### src/rtl/ap_ddr_pkg.sv
// ap_ddr_pkg: shared DDR-side constants, instruction layout and responder states.
package ap_ddr_pkg;
  localparam int OPCODE_W       = 4;
  localparam int CAM_ADDR_W     = 8;
  localparam int OPERAND2_W     = 2;
  localparam int MEM_ADDR_W     = 16;
  localparam int ISA_W          = OPCODE_W + CAM_ADDR_W + OPERAND2_W + MEM_ADDR_W;
  localparam int MAX_BURST      = 128;
  localparam int LEN_W          = 10;
  localparam int ISA_ADDR_SCALE = 8;
  typedef enum logic [2:0] {
    IDLE  = 3'd0,
    ISSUE = 3'd1,
    DATA  = 3'd2,
    DRAIN = 3'd3,
    DONE  = 3'd4
  } isa_resp_state_e;
  function automatic logic [LEN_W-1:0] clamp_len(input logic [LEN_W-1:0] len, input int max_len);
    return (int'(len) > max_len) ? LEN_W'(max_len) : len;
  endfunction
  // Byte address of the idx-th instruction; the cache uses the same scale.
  function automatic int unsigned isa_byte_addr(input int unsigned idx);
    return idx * ISA_ADDR_SCALE;
  endfunction
endpackage

### src/rtl/isa_burst_responder.sv
// isa_burst_responder: turns one instruction-cache fetch into a DDR burst read
// and streams each returned beat back to the cache one cycle later.
module isa_burst_responder
  import ap_ddr_pkg::*;
#(
  parameter int          DDR_ADDR_WIDTH = 28,
  parameter int          DDR_DATA_WIDTH = 64,
  parameter int          ISA_WIDTH      = ISA_W,
  parameter int          MAX_BURST_LEN  = MAX_BURST,
  parameter int unsigned ISA_BASE_ADDR  = 0,
  parameter int          TIMEOUT_CYCLES = 1023
) (
  input  logic                      clk,
  input  logic                      rst,
  input  logic                      ISA_read_req,
  input  logic [DDR_ADDR_WIDTH-1:0] ISA_read_addr,
  input  logic [LEN_W-1:0]          isa_read_len,
  output logic [ISA_WIDTH-1:0]      instruction_to_cache,
  output logic [LEN_W-1:0]          rd_cnt_isa,
  output logic                      rd_burst_data_valid,
  output logic                      isa_busy,
  output logic                      isa_err,
  output logic [2:0]                st_cur_isa_resp,
  output logic                      rd_burst_req,
  output logic [DDR_ADDR_WIDTH-1:0] rd_burst_addr,
  output logic [LEN_W-1:0]          rd_burst_len,
  input  logic [DDR_DATA_WIDTH-1:0] rd_burst_data,
  input  logic                      rd_burst_data_valid_in,
  input  logic                      rd_burst_finish
);
  localparam int WDOG_W = $clog2(TIMEOUT_CYCLES + 1);
  isa_resp_state_e state_q, state_d;
  logic [DDR_ADDR_WIDTH-1:0] addr_d;
  logic [LEN_W-1:0] len_d, cnt_d, accept_len;
  logic [ISA_WIDTH-1:0] ins_d;
  logic [WDOG_W-1:0] wdog_q, wdog_d;
  logic req_d, vld_d, busy_d, err_d, beat, timeout;
  logic unused_hi;
  assign unused_hi = ^rd_burst_data[DDR_DATA_WIDTH-1:ISA_WIDTH];
  assign beat = rd_burst_data_valid_in;
  // The watchdog expires on the TIMEOUT_CYCLES-th consecutive beatless cycle.
  assign timeout = !beat && (wdog_q == WDOG_W'(TIMEOUT_CYCLES - 1));
  assign accept_len = clamp_len(isa_read_len, MAX_BURST_LEN);
  assign st_cur_isa_resp = state_q;
  always_comb begin
    state_d = state_q;
    addr_d  = rd_burst_addr;
    len_d   = rd_burst_len;
    req_d   = rd_burst_req;
    cnt_d   = rd_cnt_isa;
    ins_d   = instruction_to_cache;
    vld_d   = 1'b0;
    busy_d  = isa_busy;
    err_d   = isa_err;
    wdog_d  = wdog_q;
    case (state_q)
      IDLE: if (ISA_read_req) begin
        addr_d  = ISA_read_addr + DDR_ADDR_WIDTH'(ISA_BASE_ADDR);
        len_d   = accept_len;
        req_d   = accept_len != '0;
        cnt_d   = '0;
        err_d   = 1'b0;
        busy_d  = 1'b1;
        state_d = (accept_len == '0) ? DONE : ISSUE;
      end
      ISSUE: begin
        wdog_d  = '0;
        state_d = DATA;
      end
      DATA, DRAIN: begin
        wdog_d = beat ? '0 : wdog_q + 1'b1;
        if (state_q == DATA && beat) begin
          if (rd_cnt_isa < rd_burst_len) begin
            ins_d = rd_burst_data[ISA_WIDTH-1:0];
            cnt_d = rd_cnt_isa + 1'b1;
            vld_d = 1'b1;
          end else
            err_d = 1'b1;
        end
        // A beat arriving with finish is still delivered above.
        if (rd_burst_finish || timeout) begin
          req_d   = 1'b0;
          state_d = (state_q == DATA) ? DONE : IDLE;
          err_d   = err_d | (state_q == DATA && !rd_burst_finish);
          busy_d  = (state_q == DATA) ? busy_d : 1'b0;
          cnt_d   = (state_q == DATA) ? cnt_d : '0;
        end else if (state_q == DATA && !ISA_read_req)
          state_d = DRAIN;
      end
      DONE: if (!ISA_read_req) begin
        state_d = IDLE;
        busy_d  = 1'b0;
        cnt_d   = '0;
      end
      default: state_d = IDLE;
    endcase
  end
  always_ff @(posedge clk or negedge rst) begin
    if (!rst) begin
      state_q              <= IDLE;
      rd_burst_addr        <= '0;
      rd_burst_len         <= '0;
      rd_burst_req         <= 1'b0;
      rd_cnt_isa           <= '0;
      instruction_to_cache <= '0;
      rd_burst_data_valid  <= 1'b0;
      isa_busy             <= 1'b0;
      isa_err              <= 1'b0;
      wdog_q               <= '0;
    end else begin
      state_q              <= state_d;
      rd_burst_addr        <= addr_d;
      rd_burst_len         <= len_d;
      rd_burst_req         <= req_d;
      rd_cnt_isa           <= cnt_d;
      instruction_to_cache <= ins_d;
      rd_burst_data_valid  <= vld_d;
      isa_busy             <= busy_d;
      isa_err              <= err_d;
      wdog_q               <= wdog_d;
    end
  end
endmodule
### config.mk
export PLATFORM = sky130hd
export DESIGN_NAME = isa_burst_responder
export DESIGN_NICKNAME = d
export VERILOG_FILES = /design/src/rtl/ap_ddr_pkg.sv /design/src/rtl/isa_burst_responder.sv
export SDC_FILE = /design/constraint.sdc
export NUM_CORES = 1
export LEC_CHECK = 0
export CAP_MARGIN = 20
export CORE_MARGIN = 5
export CORE_UTILIZATION = 42
export CTS_CLUSTER_SIZE = 12
export DETAILED_ROUTE_END_ITERATION = 8
export PLACE_DENSITY = 0.81
export SYNTH_ARGS = -nofsm -noshare
export SYNTH_HDL_FRONTEND = slang
export SYNTH_SLANG_ARGS = --single-unit
### constraint.sdc
create_clock -name clk -period 2.8 [get_ports clk]
set_clock_uncertainty 0.1 [all_clocks]
set_input_delay 0.56 -clock clk [delete_from_list [all_inputs] [get_ports clk]]
set_output_delay 0.56 -clock clk [all_outputs]
set_load 0.03 [all_outputs]
[Word level (Yosys, flattened, before mapping)]
Cells that the tools add are included.
Word-level totals
  flip-flop bits (word level): 95
  input bits: 107
  output and inout bits: 85
Cells by class
  $add $sub $neg: 2
  order comparisons: 2
  equality and inequality tests: 10
  muxes and demuxes: 34
  bitwise gates (word level): 1
  reductions and logical operators: 22
Operators by type and width (count)
  two-way mux 10 bit: 8
  case mux 10 bit (3 select lines): 1
  adder 10 x 1 -> 10 bit, second input constant: 2
  case mux 10 bit (2 select lines): 1
  two-way mux 3 bit: 6
  two-way mux 1 bit: 14
  case mux 3 bit (4 select lines): 1
  AND reduction 3 bit: 4
  == test 10 bit, second input constant: 1
  greater-than comparator 10 x 8 -> 1 bit, second input constant: 1
  logical NOT 10 bit: 1
  less-than comparator 10 bit: 1
  nonzero test 10 bit: 1
  != test 2 bit, second input constant: 4
  == test 3 x 2 -> 1 bit, second input constant: 2
  AND reduction 5 bit: 1
  logical AND 1 bit: 4
  case mux 1 bit (2 select lines): 2
  AND reduction 2 bit: 2
  nonzero test 2 bit: 2
  == test 3 x 1 -> 1 bit, second input constant: 1
  == test 3 bit, second input constant: 1
  logical NOT 1 bit: 3
  logical NOT 3 bit: 1
  other kinds (6): 6

[Depth between registers and ports, before layout]
  depth in word-level cells: 7
  mapped depth: 11

[Least setup slack after synthesis]
Ideal clock, no wire load.
  path type: register to register
  start: reg rd_burst_len[7]
  end: reg rd_cnt_isa[6]
  library setup time: 0.078 ns
  data arrival time: 2.305 ns
  required time: 2.622 ns
  setup slack: 0.317 ns
  stages on the path, launching flop included: 9
  buffers on the path: 0
  cell sequence: dfrtp_1 > inv_1 > ha_1 > a211o_1 > a21oi_1 > o31ai_1 > or3_4 > or4_1 > a21oi_1
On the way
  cells in the longest elaborated chain, start to end: 6
RTL lines
  start, declared: RTL line isa_burst_responder.sv:26  | output logic [LEN_W-1:0] rd_burst_len,
  start signal, assigned: RTL line isa_burst_responder.sv:113  | rd_burst_len <= len_d;
  less-than comparator 10 bit (*): RTL line isa_burst_responder.sv:73  | if (rd_cnt_isa < rd_burst_len) begin
  two-way mux 10 bit (*): RTL line isa_burst_responder.sv:73
  two-way mux 10 bit (*): RTL line isa_burst_responder.sv:72  | if (state_q == DATA && beat) begin
  two-way mux 10 bit: RTL line isa_burst_responder.sv:86  | cnt_d = (state_q == DATA) ? cnt_d : '0;
  two-way mux 10 bit (*): RTL line isa_burst_responder.sv:81  | if (rd_burst_finish || timeout) begin
  case mux 10 bit (3 select lines) (*): RTL line isa_burst_responder.sv:56  | case (state_q)
  end signal, assigned: RTL line isa_burst_responder.sv:115  | rd_cnt_isa <= cnt_d;
  end, declared: RTL line isa_burst_responder.sv:19  | output logic [LEN_W-1:0] rd_cnt_isa,
Mark *: on every way between the ends. The rest lies on a longest branch, timed or not.
A chain may end at the register's enable or synchronous reset.

[Final worst setup path]
  start: reg rd_cnt_isa[7]
  end: reg rd_cnt_isa[6]
On the way
  cells in the longest elaborated chain, start to end: 6
RTL lines (RTL line)
  less-than comparator 10 bit (*): isa_burst_responder.sv:73
  two-way mux 10 bit (*): isa_burst_responder.sv:73
  two-way mux 10 bit (*): isa_burst_responder.sv:72
  two-way mux 10 bit: isa_burst_responder.sv:86
  two-way mux 10 bit (*): isa_burst_responder.sv:81
  case mux 10 bit (3 select lines) (*): isa_burst_responder.sv:56
Marks and branches as above.

==> results.cfg <==
[finish]
layout_commonest_cell = sky130_fd_sc_hd__nand2_1
nNetsFinal = 741
flow.area_growth_from_synthesis_pct = 46.33
antennaDiodeCount = 0
top_library_cells_by_usage_in_the_layout_fill_and_taps_aside = sky130_fd_sc_hd__nand2_1 (198), sky130_fd_sc_hd__clkdlybuf4s50_1 (156), sky130_fd_sc_hd__dfrtp_1 (95)
finish.utilization_pct = 62.83
layout-drive-gt1-share_pct = 4.466
finalNonFillerCells = 760

[timing]
worst_slack_ns = 0.2463
rsz_0062_raised_after_global_routing = false
achievable-frequency_mhz = 391.6
worst_pin_slew_ns = 0.7418
finalCritPeriodShare_pct = 91.20
slew_headroom_pct = 50.45
final_period_minus_worst_setup_slack_ns = 2.554
report.final.setup_viol = 0
timing_max_transition_violations_final = 0
fin_tns_setup_ns = 0
timing.final.hold_violations = 0

[worst_setup_path]
timing.reg2reg.setup_slack_ns = 0.25
cp.required_ns = 2.99
critical_path.slowest_cell = sky130_fd_sc_hd__or4_1
path_common_cell = sky130_fd_sc_hd__a21oi_1
cp-start-kind = register
r2r_start = rd_cnt_isa[7]$_DFFE_PN0P_
crit_path_cell_trace = ha_1, a211o_1, a21oi_1, o31ai_1, or3_4, or4_1, a21oi_1
slowest_delay_ns = 0.51
critical_path_class = reg2reg
register_to_register_path_depth = 7
critPathMaxFanout = 10
rr_endpoint = rd_cnt_isa[6]$_DFFE_PN0P_
endpoint_kind = register
worst-endpoint-arrival_ns = 2.74

[detailed_routing]
avgRoutedWirePerCell_um = 14.64
ant_nets = 0
avgViaCountPerCell = 4.989
first_iteration_detailed_routing_drc_count = 189
postRouteWirelength_um = 11130
drt_first_pass_iters = 4
via_count = 3792
drc_errors = 0

[job]
timing.max_cap.violations = 0

[global_route]
grt_max_degree = 59
first_global_vias = 3793
global_route_overflow = 0
grt_first_pass_wirelength_um = 18190
global_route.usage.total_pct = 19.27
grt_antenna_before_repair = 0

[clock_tree]
numCtsBuffers = 9
clock-sinks = 95
cts.clk_slew.worst_paths_ns = 0.09
cts_root_buf = sky130_fd_sc_hd__clkbuf_8
post_cts.resized_instances = 0
post_cts.repair.setup_buffers = 0
clockBufferDepth = 2
tritoncts = done
htreeDepth = 3
hold_buffers = 0
clock_latency_ns = 0.35

[pwr]
cellPowerDensity_nw_per_um2 = 1040
power_frac_comb_pct = 51.7
switchingPower_mw = 2.752
switching_share_of_power_pct = 43.27
pwr-share-seq_pct = 34.4
power_leakage_nw = 2.841
peak_supply_drop_mv = 0.5306
power.internal_mw = 3.608
clock_power_share_pct = 13.9

[floorplan]
die_height_um = 109.7
ios = 192
placement_rows = 36
dieArea_sq_um = 12040
die_width_um = 109.7
initial_utilization_pct = 42.94
core_area_sq_um = 9729

[placed_design]
dp_cells = 744
numPortBuffers = 157
place_worst_setup_slack_ns = 0.2042
dp_hpwl_um = 8355
gpl.final_weighted_congestion = 0.8171

[synth]
synth_cells = 464
post_synthesis_instance_area_sq_um = 4178
synth_edf_count = 0
avgSynthCellArea_sq_um = 9.004
yosysSeqAreaShare_pct = 56.90
synth_warnings = 0
synthArstFlopShare_pct = 100.0
yosys_register_bits = 95
synth_cell_types = 44
synth.net_count = 583
synthFlopType = sky130_fd_sc_hd__dfrtp_1

[worst_hold_path]
worst_hold_path_type = in2async

[status]
outcome = finished clean
[Yosys cell counts, types with 2 or more instances]
| library cell | instances | area share (%) |
|---|---|---|
| sky130_fd_sc_hd__a32oi_1 | 2 | 0.42 |
| sky130_fd_sc_hd__inv_1 | 14 | 1.3 |
| sky130_fd_sc_hd__and3_1 | 4 | 0.60 |
| sky130_fd_sc_hd__o311ai_0 | 3 | 0.63 |
| sky130_fd_sc_hd__xnor2_1 | 2 | 0.42 |
| sky130_fd_sc_hd__nand2_1 | 198 | 18 |
| sky130_fd_sc_hd__nand3_1 | 8 | 0.96 |
| sky130_fd_sc_hd__xor2_1 | 2 | 0.42 |
| sky130_fd_sc_hd__nand4_1 | 5 | 0.75 |
| sky130_fd_sc_hd__dfrtp_1 | 95 | 57 |
| sky130_fd_sc_hd__o31ai_1 | 2 | 0.36 |
| sky130_fd_sc_hd__ha_1 | 12 | 3.6 |
| sky130_fd_sc_hd__nor4b_1 | 2 | 0.42 |
| sky130_fd_sc_hd__nand2b_1 | 5 | 0.75 |
| sky130_fd_sc_hd__or3_1 | 4 | 0.60 |
| sky130_fd_sc_hd__clkbuf_1 | 10 | 0.90 |
| sky130_fd_sc_hd__a211oi_1 | 2 | 0.36 |
| sky130_fd_sc_hd__a21oi_1 | 16 | 1.9 |
| sky130_fd_sc_hd__nor2_1 | 14 | 1.3 |
| sky130_fd_sc_hd__o21ai_0 | 25 | 3.0 |
| sky130_fd_sc_hd__a21o_1 | 2 | 0.36 |
| sky130_fd_sc_hd__nor4_1 | 5 | 0.75 |
| sky130_fd_sc_hd__buf_2 | 8 | 0.96 |
| sky130_fd_sc_hd__nor3_1 | 4 | 0.48 |
[worst max path at each step]
stage,startpoint,to
after detailed placement,rd_burst_data_valid_in,rd_cnt_isa[5]$_DFFE_PN0P_
after CTS,rd_cnt_isa[7]$_DFFE_PN0P_,rd_cnt_isa[6]$_DFFE_PN0P_
after floorplan,rd_burst_len[7]$_DFFE_PN0P_,rd_cnt_isa[6]$_DFFE_PN0P_
after global routing,rd_cnt_isa[7]$_DFFE_PN0P_,rd_cnt_isa[1]$_DFFE_PN0P_
final,rd_cnt_isa[7]$_DFFE_PN0P_,rd_cnt_isa[6]$_DFFE_PN0P_
after global placement,rd_burst_data_valid_in,rd_cnt_isa[5]$_DFFE_PN0P_
[registers in the layout, indices dropped and copies added (netlist names)]
register              cells
isa_err                   1
rd_burst_len             10
rd_burst_data_valid       1
rd_burst_req              1
rd_burst_addr            28
rd_cnt_isa               10
wdog_q                   10
instruction_to_cache     30
isa_busy                  1
st_cur_isa_resp           3
[cell type report]
class,count,area (sq um)
tap,133,166.4
clock inverter,3,42.54
multi-input combinational,336,1664
fill,814,3616
sequential,95,2377
clock buffer,13,148.9
inverter,14,52.55
timing repair buffer,166,1662
[through the flow]
step	area [sq um]	power, mW	hold slack (ns)
after global placement	5922	5.434	0.3576
after CTS	6113	6.455	0.06329
after floorplan	4178	4.065	0.1644
final	6113	6.360	0.06672
after detailed placement	5922	5.543	0.3624
after global routing	6113	6.812	0.08826
[logic make-up (layout without fill, tap and decap cells)]
group	Yosys count	in the layout	share of synthesized area, %
compound gates	63	63	9.344
flops	95	95	56.90
fa+ha+maj	12	12	3.594
buf+inv	33	196	3.384
xor+xnor	4	4	0.8387
simple gates	257	257	25.94
[metal layers]
metal	track usage (%)	wire length [um]	vias to the layer above
li1	-	-	1840
met5	0	0	-
met3	6.812	956	14
met1	23.03	4394	1808
met4	6.322	158	0
met2	32.43	5616	130
[power by group through the flow]
stage	clock, mW	combinational [mW]	sequential [mW]
after CTS	0.926	3.34	2.19
after floorplan	0	0.953	3.11
after detailed placement	0	3.32	2.22
final	0.884	3.29	2.19
after global routing	0.988	3.56	2.26
after global placement	0	3.25	2.19
[worst max-delay path, delay by kind of cell (launching register included)]
family | cells | cell delay, ns
AOI/OAI and AO/OA | 4 | 0.73
DFF | 1 | 0.43
adders and majority gates | 1 | 0.32
and+or+nand+nor | 2 | 0.91
No activity file was read; power rests on OpenSTA's default activity.
